File: src/rtl/mem_port_arbiter_if.sv
// mem_port_arbiter_if
//   Bundles the two requester handshakes (instruction fetch, data) and the
//   single memory port that the arbiter shares between them.
//   Modports:
//     master : the arbiter view (samples requests and memory completion,
//              drives acks, read data and the memory request/qualifiers)
//     slave  : the environment view (requesters plus memory)
//   Signals:
//     inst_req/inst_addr -> inst_ack/inst_rdata        fetch handshake
//     data_req/we/addr/wdata/byte_en -> data_ack/rdata load/store handshake
//     mem_req/we/addr/wdata/byte_en -> mem_rdata/ready memory port
interface mem_port_arbiter_if #(
   parameter int ADDR_W = 32,
   parameter int DATA_W = 32
);
   logic              inst_req;
   logic [ADDR_W-1:0] inst_addr;
   logic              inst_ack;
   logic [DATA_W-1:0] inst_rdata;

   logic              data_req;
   logic              data_we;
   logic [ADDR_W-1:0] data_addr;
   logic [DATA_W-1:0] data_wdata;
   logic [3:0]        data_byte_en;
   logic              data_ack;
   logic [DATA_W-1:0] data_rdata;

   logic              mem_req;
   logic              mem_we;
   logic [ADDR_W-1:0] mem_addr;
   logic [DATA_W-1:0] mem_wdata;
   logic [3:0]        mem_byte_en;
   logic [DATA_W-1:0] mem_rdata;
   logic              mem_ready;

   modport master (
      input  inst_req, inst_addr,
      input  data_req, data_we, data_addr, data_wdata, data_byte_en,
      input  mem_rdata, mem_ready,
      output inst_ack, inst_rdata, data_ack, data_rdata,
      output mem_req, mem_we, mem_addr, mem_wdata, mem_byte_en
   );

   modport slave (
      output inst_req, inst_addr,
      output data_req, data_we, data_addr, data_wdata, data_byte_en,
      output mem_rdata, mem_ready,
      input  inst_ack, inst_rdata, data_ack, data_rdata,
      input  mem_req, mem_we, mem_addr, mem_wdata, mem_byte_en
   );
endinterface

File: src/rtl/mem_port_arbiter.sv
// mem_port_arbiter
//   Shares one single-ported memory between the instruction-fetch requester
//   and the data requester. Data has priority, but after DATA_STREAK_MAX
//   consecutive data grants with a fetch waiting, the fetch is forced in.
//   A transaction whose memory never completes is aborted after TIMEOUT
//   wait cycles and acknowledged with bus_err.
//   Ports:
//     clk     : rising-edge clock
//     reset   : synchronous, active-low reset
//     bus     : requester + memory handshakes (mem_port_arbiter_if.master)
//     bus_err : one-cycle pulse alongside an ack produced by a timeout
//     busy    : 1 whenever the arbiter is not idle
module mem_port_arbiter #(
   parameter int ADDR_W          = 32,
   parameter int DATA_W          = 32,
   parameter int DATA_STREAK_MAX = 4,
   parameter int TIMEOUT         = 255
) (
   input  logic                clk,
   input  logic                reset,
   mem_port_arbiter_if.master  bus,
   output logic                bus_err,
   output logic                busy
);

   typedef enum logic [1:0] {IDLE, BUSY_I, BUSY_D, ACK} state_t;

   localparam logic [3:0] STREAK_LIM  = 4'(DATA_STREAK_MAX);
   localparam logic [7:0] TIMEOUT_LIM = 8'(TIMEOUT);

   state_t     state;
   state_t     state_next;
   logic [3:0] streak;
   logic [7:0] wait_cnt;
   logic [7:0] wait_inc;
   logic       grant_d;
   logic       grant_i;
   logic       done_ok;
   logic       done_to;

   function automatic logic [3:0] sat_inc4(input logic [3:0] v);
      return (v == 4'hF) ? v : v + 4'd1;
   endfunction

   function automatic logic [7:0] sat_inc8(input logic [7:0] v);
      return (v == 8'hFF) ? v : v + 8'd1;
   endfunction

   assign wait_inc = sat_inc8(wait_cnt);
   assign busy     = (state != IDLE);

   always_ff @(posedge clk) begin
      if (!reset) state <= IDLE;
      else        state <= state_next;
   end

   always_comb begin
      state_next = state;
      grant_d    = 1'b0;
      grant_i    = 1'b0;
      done_ok    = 1'b0;
      done_to    = 1'b0;
      case (state)
         IDLE: begin
            // A waiting fetch only overrides data once the streak is used up.
            if (bus.data_req && ((streak < STREAK_LIM) || !bus.inst_req)) begin
               grant_d    = 1'b1;
               state_next = BUSY_D;
            end else if (bus.inst_req) begin
               grant_i    = 1'b1;
               state_next = BUSY_I;
            end
         end
         BUSY_I, BUSY_D: begin
            // Completion on the last allowed wait cycle still counts as success.
            if (bus.mem_ready) begin
               done_ok    = 1'b1;
               state_next = ACK;
            end else if (wait_inc == TIMEOUT_LIM) begin
               done_to    = 1'b1;
               state_next = ACK;
            end
         end
         ACK:     state_next = IDLE;
         default: state_next = IDLE;
      endcase
   end

   always_ff @(posedge clk) begin
      if (!reset) begin
         bus.mem_req     <= 1'b0;
         bus.mem_we      <= 1'b0;
         bus.mem_addr    <= '0;
         bus.mem_wdata   <= '0;
         bus.mem_byte_en <= 4'h0;
         bus.inst_ack    <= 1'b0;
         bus.data_ack    <= 1'b0;
         bus.inst_rdata  <= '0;
         bus.data_rdata  <= '0;
         bus_err         <= 1'b0;
         streak          <= 4'd0;
         wait_cnt        <= 8'd0;
      end else begin
         bus.inst_ack <= 1'b0;
         bus.data_ack <= 1'b0;
         bus_err      <= 1'b0;

         // grant: capture the winner's qualifiers onto the memory port
         if (grant_d) begin
            bus.mem_req     <= 1'b1;
            bus.mem_we      <= bus.data_we;
            bus.mem_addr    <= bus.data_addr;
            bus.mem_wdata   <= bus.data_wdata;
            bus.mem_byte_en <= bus.data_byte_en;
            streak          <= bus.inst_req ? sat_inc4(streak) : 4'd0;
            wait_cnt        <= 8'd0;
         end else if (grant_i) begin
            bus.mem_req     <= 1'b1;
            bus.mem_we      <= 1'b0;
            bus.mem_addr    <= bus.inst_addr;
            bus.mem_byte_en <= 4'hF;
            streak          <= 4'd0;
            wait_cnt        <= 8'd0;
         end

         // memory access: count wait cycles, finish on ready or timeout
         if (state == BUSY_I || state == BUSY_D) begin
            wait_cnt <= wait_inc;
            if (done_ok || done_to) begin
               bus.mem_req <= 1'b0;
               bus_err     <= done_to;
               if (state == BUSY_I) begin
                  bus.inst_ack   <= 1'b1;
                  bus.inst_rdata <= done_ok ? bus.mem_rdata : '0;
               end else begin
                  bus.data_ack   <= 1'b1;
                  bus.data_rdata <= done_ok ? bus.mem_rdata : '0;
               end
            end
         end

         if (state == ACK) wait_cnt <= 8'd0;
      end
   end

endmodule

File: src/flat_wrapper.sv
// flat-port wrapper written by rule: the top's interface ports become plain ports
module mem_port_arbiter_flat 
#(
   parameter int ADDR_W          = 32,
   parameter int DATA_W          = 32,
   parameter int DATA_STREAK_MAX = 4,
   parameter int TIMEOUT         = 255
)
  (clk, reset, bus_err, busy, bus_inst_req, bus_inst_addr, bus_data_req, bus_data_we, bus_data_addr, bus_data_wdata, bus_data_byte_en, bus_mem_rdata, bus_mem_ready, bus_inst_ack, bus_inst_rdata, bus_data_ack, bus_data_rdata, bus_mem_req, bus_mem_we, bus_mem_addr, bus_mem_wdata, bus_mem_byte_en);
  mem_port_arbiter_if #(.ADDR_W(ADDR_W), .DATA_W(DATA_W)) bus_i ();
  input  logic clk;
  input  logic reset;
  output logic bus_err;
  output logic busy;
  input wire logic [$bits(bus_i.inst_req)-1:0] bus_inst_req;
  input wire logic [$bits(bus_i.inst_addr)-1:0] bus_inst_addr;
  input wire logic [$bits(bus_i.data_req)-1:0] bus_data_req;
  input wire logic [$bits(bus_i.data_we)-1:0] bus_data_we;
  input wire logic [$bits(bus_i.data_addr)-1:0] bus_data_addr;
  input wire logic [$bits(bus_i.data_wdata)-1:0] bus_data_wdata;
  input wire logic [$bits(bus_i.data_byte_en)-1:0] bus_data_byte_en;
  input wire logic [$bits(bus_i.mem_rdata)-1:0] bus_mem_rdata;
  input wire logic [$bits(bus_i.mem_ready)-1:0] bus_mem_ready;
  output wire logic [$bits(bus_i.inst_ack)-1:0] bus_inst_ack;
  output wire logic [$bits(bus_i.inst_rdata)-1:0] bus_inst_rdata;
  output wire logic [$bits(bus_i.data_ack)-1:0] bus_data_ack;
  output wire logic [$bits(bus_i.data_rdata)-1:0] bus_data_rdata;
  output wire logic [$bits(bus_i.mem_req)-1:0] bus_mem_req;
  output wire logic [$bits(bus_i.mem_we)-1:0] bus_mem_we;
  output wire logic [$bits(bus_i.mem_addr)-1:0] bus_mem_addr;
  output wire logic [$bits(bus_i.mem_wdata)-1:0] bus_mem_wdata;
  output wire logic [$bits(bus_i.mem_byte_en)-1:0] bus_mem_byte_en;
  assign bus_i.inst_req = bus_inst_req;
  assign bus_i.inst_addr = bus_inst_addr;
  assign bus_i.data_req = bus_data_req;
  assign bus_i.data_we = bus_data_we;
  assign bus_i.data_addr = bus_data_addr;
  assign bus_i.data_wdata = bus_data_wdata;
  assign bus_i.data_byte_en = bus_data_byte_en;
  assign bus_i.mem_rdata = bus_mem_rdata;
  assign bus_i.mem_ready = bus_mem_ready;
  assign bus_inst_ack = bus_i.inst_ack;
  assign bus_inst_rdata = bus_i.inst_rdata;
  assign bus_data_ack = bus_i.data_ack;
  assign bus_data_rdata = bus_i.data_rdata;
  assign bus_mem_req = bus_i.mem_req;
  assign bus_mem_we = bus_i.mem_we;
  assign bus_mem_addr = bus_i.mem_addr;
  assign bus_mem_wdata = bus_i.mem_wdata;
  assign bus_mem_byte_en = bus_i.mem_byte_en;
  mem_port_arbiter #(.ADDR_W(ADDR_W), .DATA_W(DATA_W), .DATA_STREAK_MAX(DATA_STREAK_MAX), .TIMEOUT(TIMEOUT)) u_core (.clk(clk), .reset(reset), .bus(bus_i), .bus_err(bus_err), .busy(busy));
endmodule
File: config.mk
export PLATFORM = sky130hd
export DESIGN_NAME = mem_port_arbiter_flat
export DESIGN_NICKNAME = d
export VERILOG_FILES = /design/src/rtl/mem_port_arbiter_if.sv /design/src/rtl/mem_port_arbiter.sv /design/src/flat_wrapper.sv
export SDC_FILE = /design/constraint.sdc
export NUM_CORES = 1
export LEC_CHECK = 0
export ABC_AREA = 1
export CORE_ASPECT_RATIO = 1.5
export CORE_MARGIN = 2
export CORE_UTILIZATION = 40
export CTS_CLUSTER_DIAMETER = 100
export DETAILED_ROUTE_END_ITERATION = 6
export MAX_ROUTING_LAYER = met4
export PLACE_DENSITY_LB_ADDON = 0.1
export SLEW_MARGIN = 5
export SYNTH_ARGS = -nofsm -noshare
export SYNTH_HDL_FRONTEND = slang
export SYNTH_SLANG_ARGS = --single-unit
export TNS_END_PERCENT = 10
File: constraint.sdc
create_clock -name clk -period 2.08 [get_ports clk]
set_input_delay 0.416 -clock clk [delete_from_list [all_inputs] [get_ports clk]]
set_output_delay 0.416 -clock clk [all_outputs]
set_load 0.02 [all_outputs]
==> impl_metrics.ini <==
[worst_setup_path]
reg2reg_to = u_core.bus.data_rdata[7]
timing.rr.start = u_core.wait_cnt[0]
crit_end = u_core.bus.data_rdata[7]
start_kind = flop
crit_arrival_ns = 2.34
r2r_cells = 15
path_max_fanout = 20
worstSetupPathType = reg -> reg
crit_start = u_core.wait_cnt[0]
r2r_setup_slack_ns = 0.06
end_kind = flop
required_ns = 2.39

[clocking]
holdBufCountCts = 0
cts.sinks = 151
h-tree-depth = 4
clockBufferDepth = 2
clock-root-buffer = clkbuf_16
cts_buffers = 17
tritoncts = built
path_clk_slew_ns = 0.07
clkLatencyLatePin_ns = 0.42

[finish]
multi_input_area_mm2 = 0.00300
final-seq-area_mm2 = 0.00303
fillers = 1410
antenna_cells = 0
syn2layout_area_growth_pct = 61.1
drive_gt1_frac = 0.109
num-nets-final = 1378

[synthesis]
synth_top_area_cell = dfxtp_1
synthesis.area_mm2 = 0.00657
synth_top_family_by_area = simple AND/OR/NAND/NOR gates
mappedNetlistNets = 1101
synth-xor-area-share = 0
ys_types = 28
synth-adder-area-share = 0.00952
synth.top_cell.area_share = 0.460
avgSynthCellArea_um2 = 6.86
yosysSeqAreaShare = 0.460
ys_ff_latch = 151
synth_cells = 958
synth_compound_area_frac = 0.106
synthTopCellsByArea = dfxtp_1, nand2_1, nor2_1
yosysWarnings = 0
synthMuxAreaShare = 0
yosys.area_share.simple = 0.321

[run_status]
outcome = completed

[die]
die_w_um = 109
core_mm2 = 0.0161
initial_core_util = 0.408
placementRows = 57
die_area_mm2 = 0.0175
io_pins = 276
die_h_um = 161

[timing]
rsz0062_at_grt = yes
min_period_over_period = 0.973
fmax_mhz = 494
final_max_slew_viol_count = 0
setup_tns_ns = 0
fin_skew_ns = 0.0122
relSlewSlack = 0.672
min_period_ns = 2.02
hold_violations = 0
worst-slew-pin-transition_ns = 0.492
final-setup-viol-count = 0

[detailed_routing]
vias = 6800
drc = 0
postRouteAntennaNets = 0
first_pass_iters = 6
viasPerCell = 4.68
totalWireLength_um = 20600
wl_per_cell_um = 14.2
first_iter_violations = 357

[min_path]
hp-class = in -> reg

[grt]
grtUsageTotal = 0.232
antenna_found_initial = 0
grt.overflow.total = 0
grt_pass1_vias = 6397
grt_max_degree = 79
grt_pass1_wl_um = 31300

[placement]
gp_congestion = 0.924
dp_hpwl_um = 13800
io_buffers = 275

[pwr]
power_density_mw_per_mm2 = 1320
power.leakage_nw = 4.84
peakVddDrop_mv = 0.704
power.total_mw = 13.9

[run]
maxCapViolations = 0
## kinds of logic (layout without fill, tap and decap cells)
| group | after synthesis | in the layout |
|---|---|---|
| and+or+nand+nor | 513 | 513 |
| buffers and inverters | 171 | 461 |
| DFF | 151 | 151 |
| AOI/OAI and AO/OA | 118 | 118 |
| adders and majority gates | 5 | 5 |
## worst max-delay path: stages (launching register included)
cell and delay, ns:
dfxtp_2 0.35, ha_4 0.15, nand2_4 0.06, nor2_4 0.18, nand2_4 0.11, nand2_2 0.08
nand2_2 0.04, inv_2 0.05, nand2_2 0.05, nor2_4 0.11, nand2_2 0.08, nand2_4 0.10
nand3_4 0.15, clkbuf_16 0.24, nor2_1 0.11, nor2_1 0.05
## synth_stat cells, drive strengths merged
cell and count:
a21boi 1, a21oi 41, buf 22, clkbuf 36, clkinv 3, dfxtp 151, ha 5, inv 110
nand2 236, nand3 75, nand4 1, nor2 197, nor3 2, o211ai 32, o21ai 40, o221a 4
or2 2
## how the worst min path moves through the flow
stage | slack (ns) | cells past startpoint | endpoint | start
after floorplan | 0.42 | 2 | u_core.streak[3] | u_core.streak[3]
after global placement | 0.43 | 2 | u_core.streak[3] | u_core.streak[3]
after detailed placement | 0.43 | 2 | u_core.streak[3] | u_core.streak[3]
after CTS | 0.35 | 3 | u_core.bus.mem_wdata[15] | reset
after global routing | 0.38 | 3 | u_core.bus.mem_wdata[18] | reset
final | 0.36 | 3 | u_core.bus.mem_wdata[15] | reset
## cell type report
class,count,share of cell area
tap,206,0.0243
clock inverter,14,0.0154
inverter,113,0.0400
multi-input combinational,636,0.283
timing repair buffer,316,0.310
clock buffer,18,0.0415
sequential,151,0.286
## flip-flops by register name, indices dropped and copies added, names as in the netlist
signal,cells
u_core.bus.data_rdata,32
u_core.bus.inst_rdata,32
u_core.bus.mem_addr,32
u_core.bus.mem_wdata,32
u_core.wait_cnt,8
u_core.bus.mem_byte_en,4
u_core.streak,4
u_core.state,2
u_core.bus.data_ack,1
u_core.bus.inst_ack,1
u_core.bus.mem_req,1
u_core.bus.mem_we,1
u_core.bus_err,1
## placed cells by master (no fill, tap or decap), drive strengths merged
cell type	count
or2	2
a21oi	41
o21ai	40
a21boi	1
nor3	2
bufinv	2
nand3	75
o221a	4
nand2	236
clkinvlp	2
dfxtp	151
clkdlybuf4s50	273
clkinv	6
clkdlybuf4s15	1
nand4	1
nor2	197
clkbuf	24
inv	117
o211ai	32
ha	5
buf	36
## per-stage QoR
| step | worst slack (ns) | util | instances | hold WS, ns | instance area [µm²] |
|---|---|---|---|---|---|
| 3_5_place_dp | -0.00972 | 0.601 | 1413 | 0.426 | 9690 |
| 4_1_cts | 0.00537 | 0.638 | 1445 | 0.352 | 10300 |
| 3_3_place_gp | 0.0148 | 0.601 | 1413 | 0.426 | 9690 |
| 6_report | 0.0555 | 0.657 | 1454 | 0.365 | 10600 |
| 2_1_floorplan | 0.225 | - | 958 | 0.416 | 6570 |
| 5_1_grt | -0.0652 | 0.657 | 1454 | 0.375 | 10600 |
## power breakdown
| group | total [mW] | leakage [nW] | internal [mW] | switching, mW |
|---|---|---|---|---|
| Sequential | 4.09 | 1.24 | 3.68 | 0.406 |
| Clock | 3.18 | 0.293 | 1.84 | 1.34 |
| Combinational | 6.67 | 3.31 | 2.93 | 3.75 |
## metal layers
| metal | vias up | track usage | part of all wire |
|---|---|---|---|
| li1 | 3542 | - | - |
| met1 | 2985 | 0.272 | 0.41 |
| met2 | 252 | 0.384 | 0.50 |
| met3 | 21 | 0.0646 | 0.072 |
| met4 | 0 | 0.0723 | 0.018 |
| met5 | - | - | 0 |
## timing repair
item                       CTS  global route
setup endpoints to repair    1            62
buffers inserted             0             2
pin swaps                    0            13
cloned                       0             7
gates resized for setup      1            40
(Power assumes the default switching activity.)
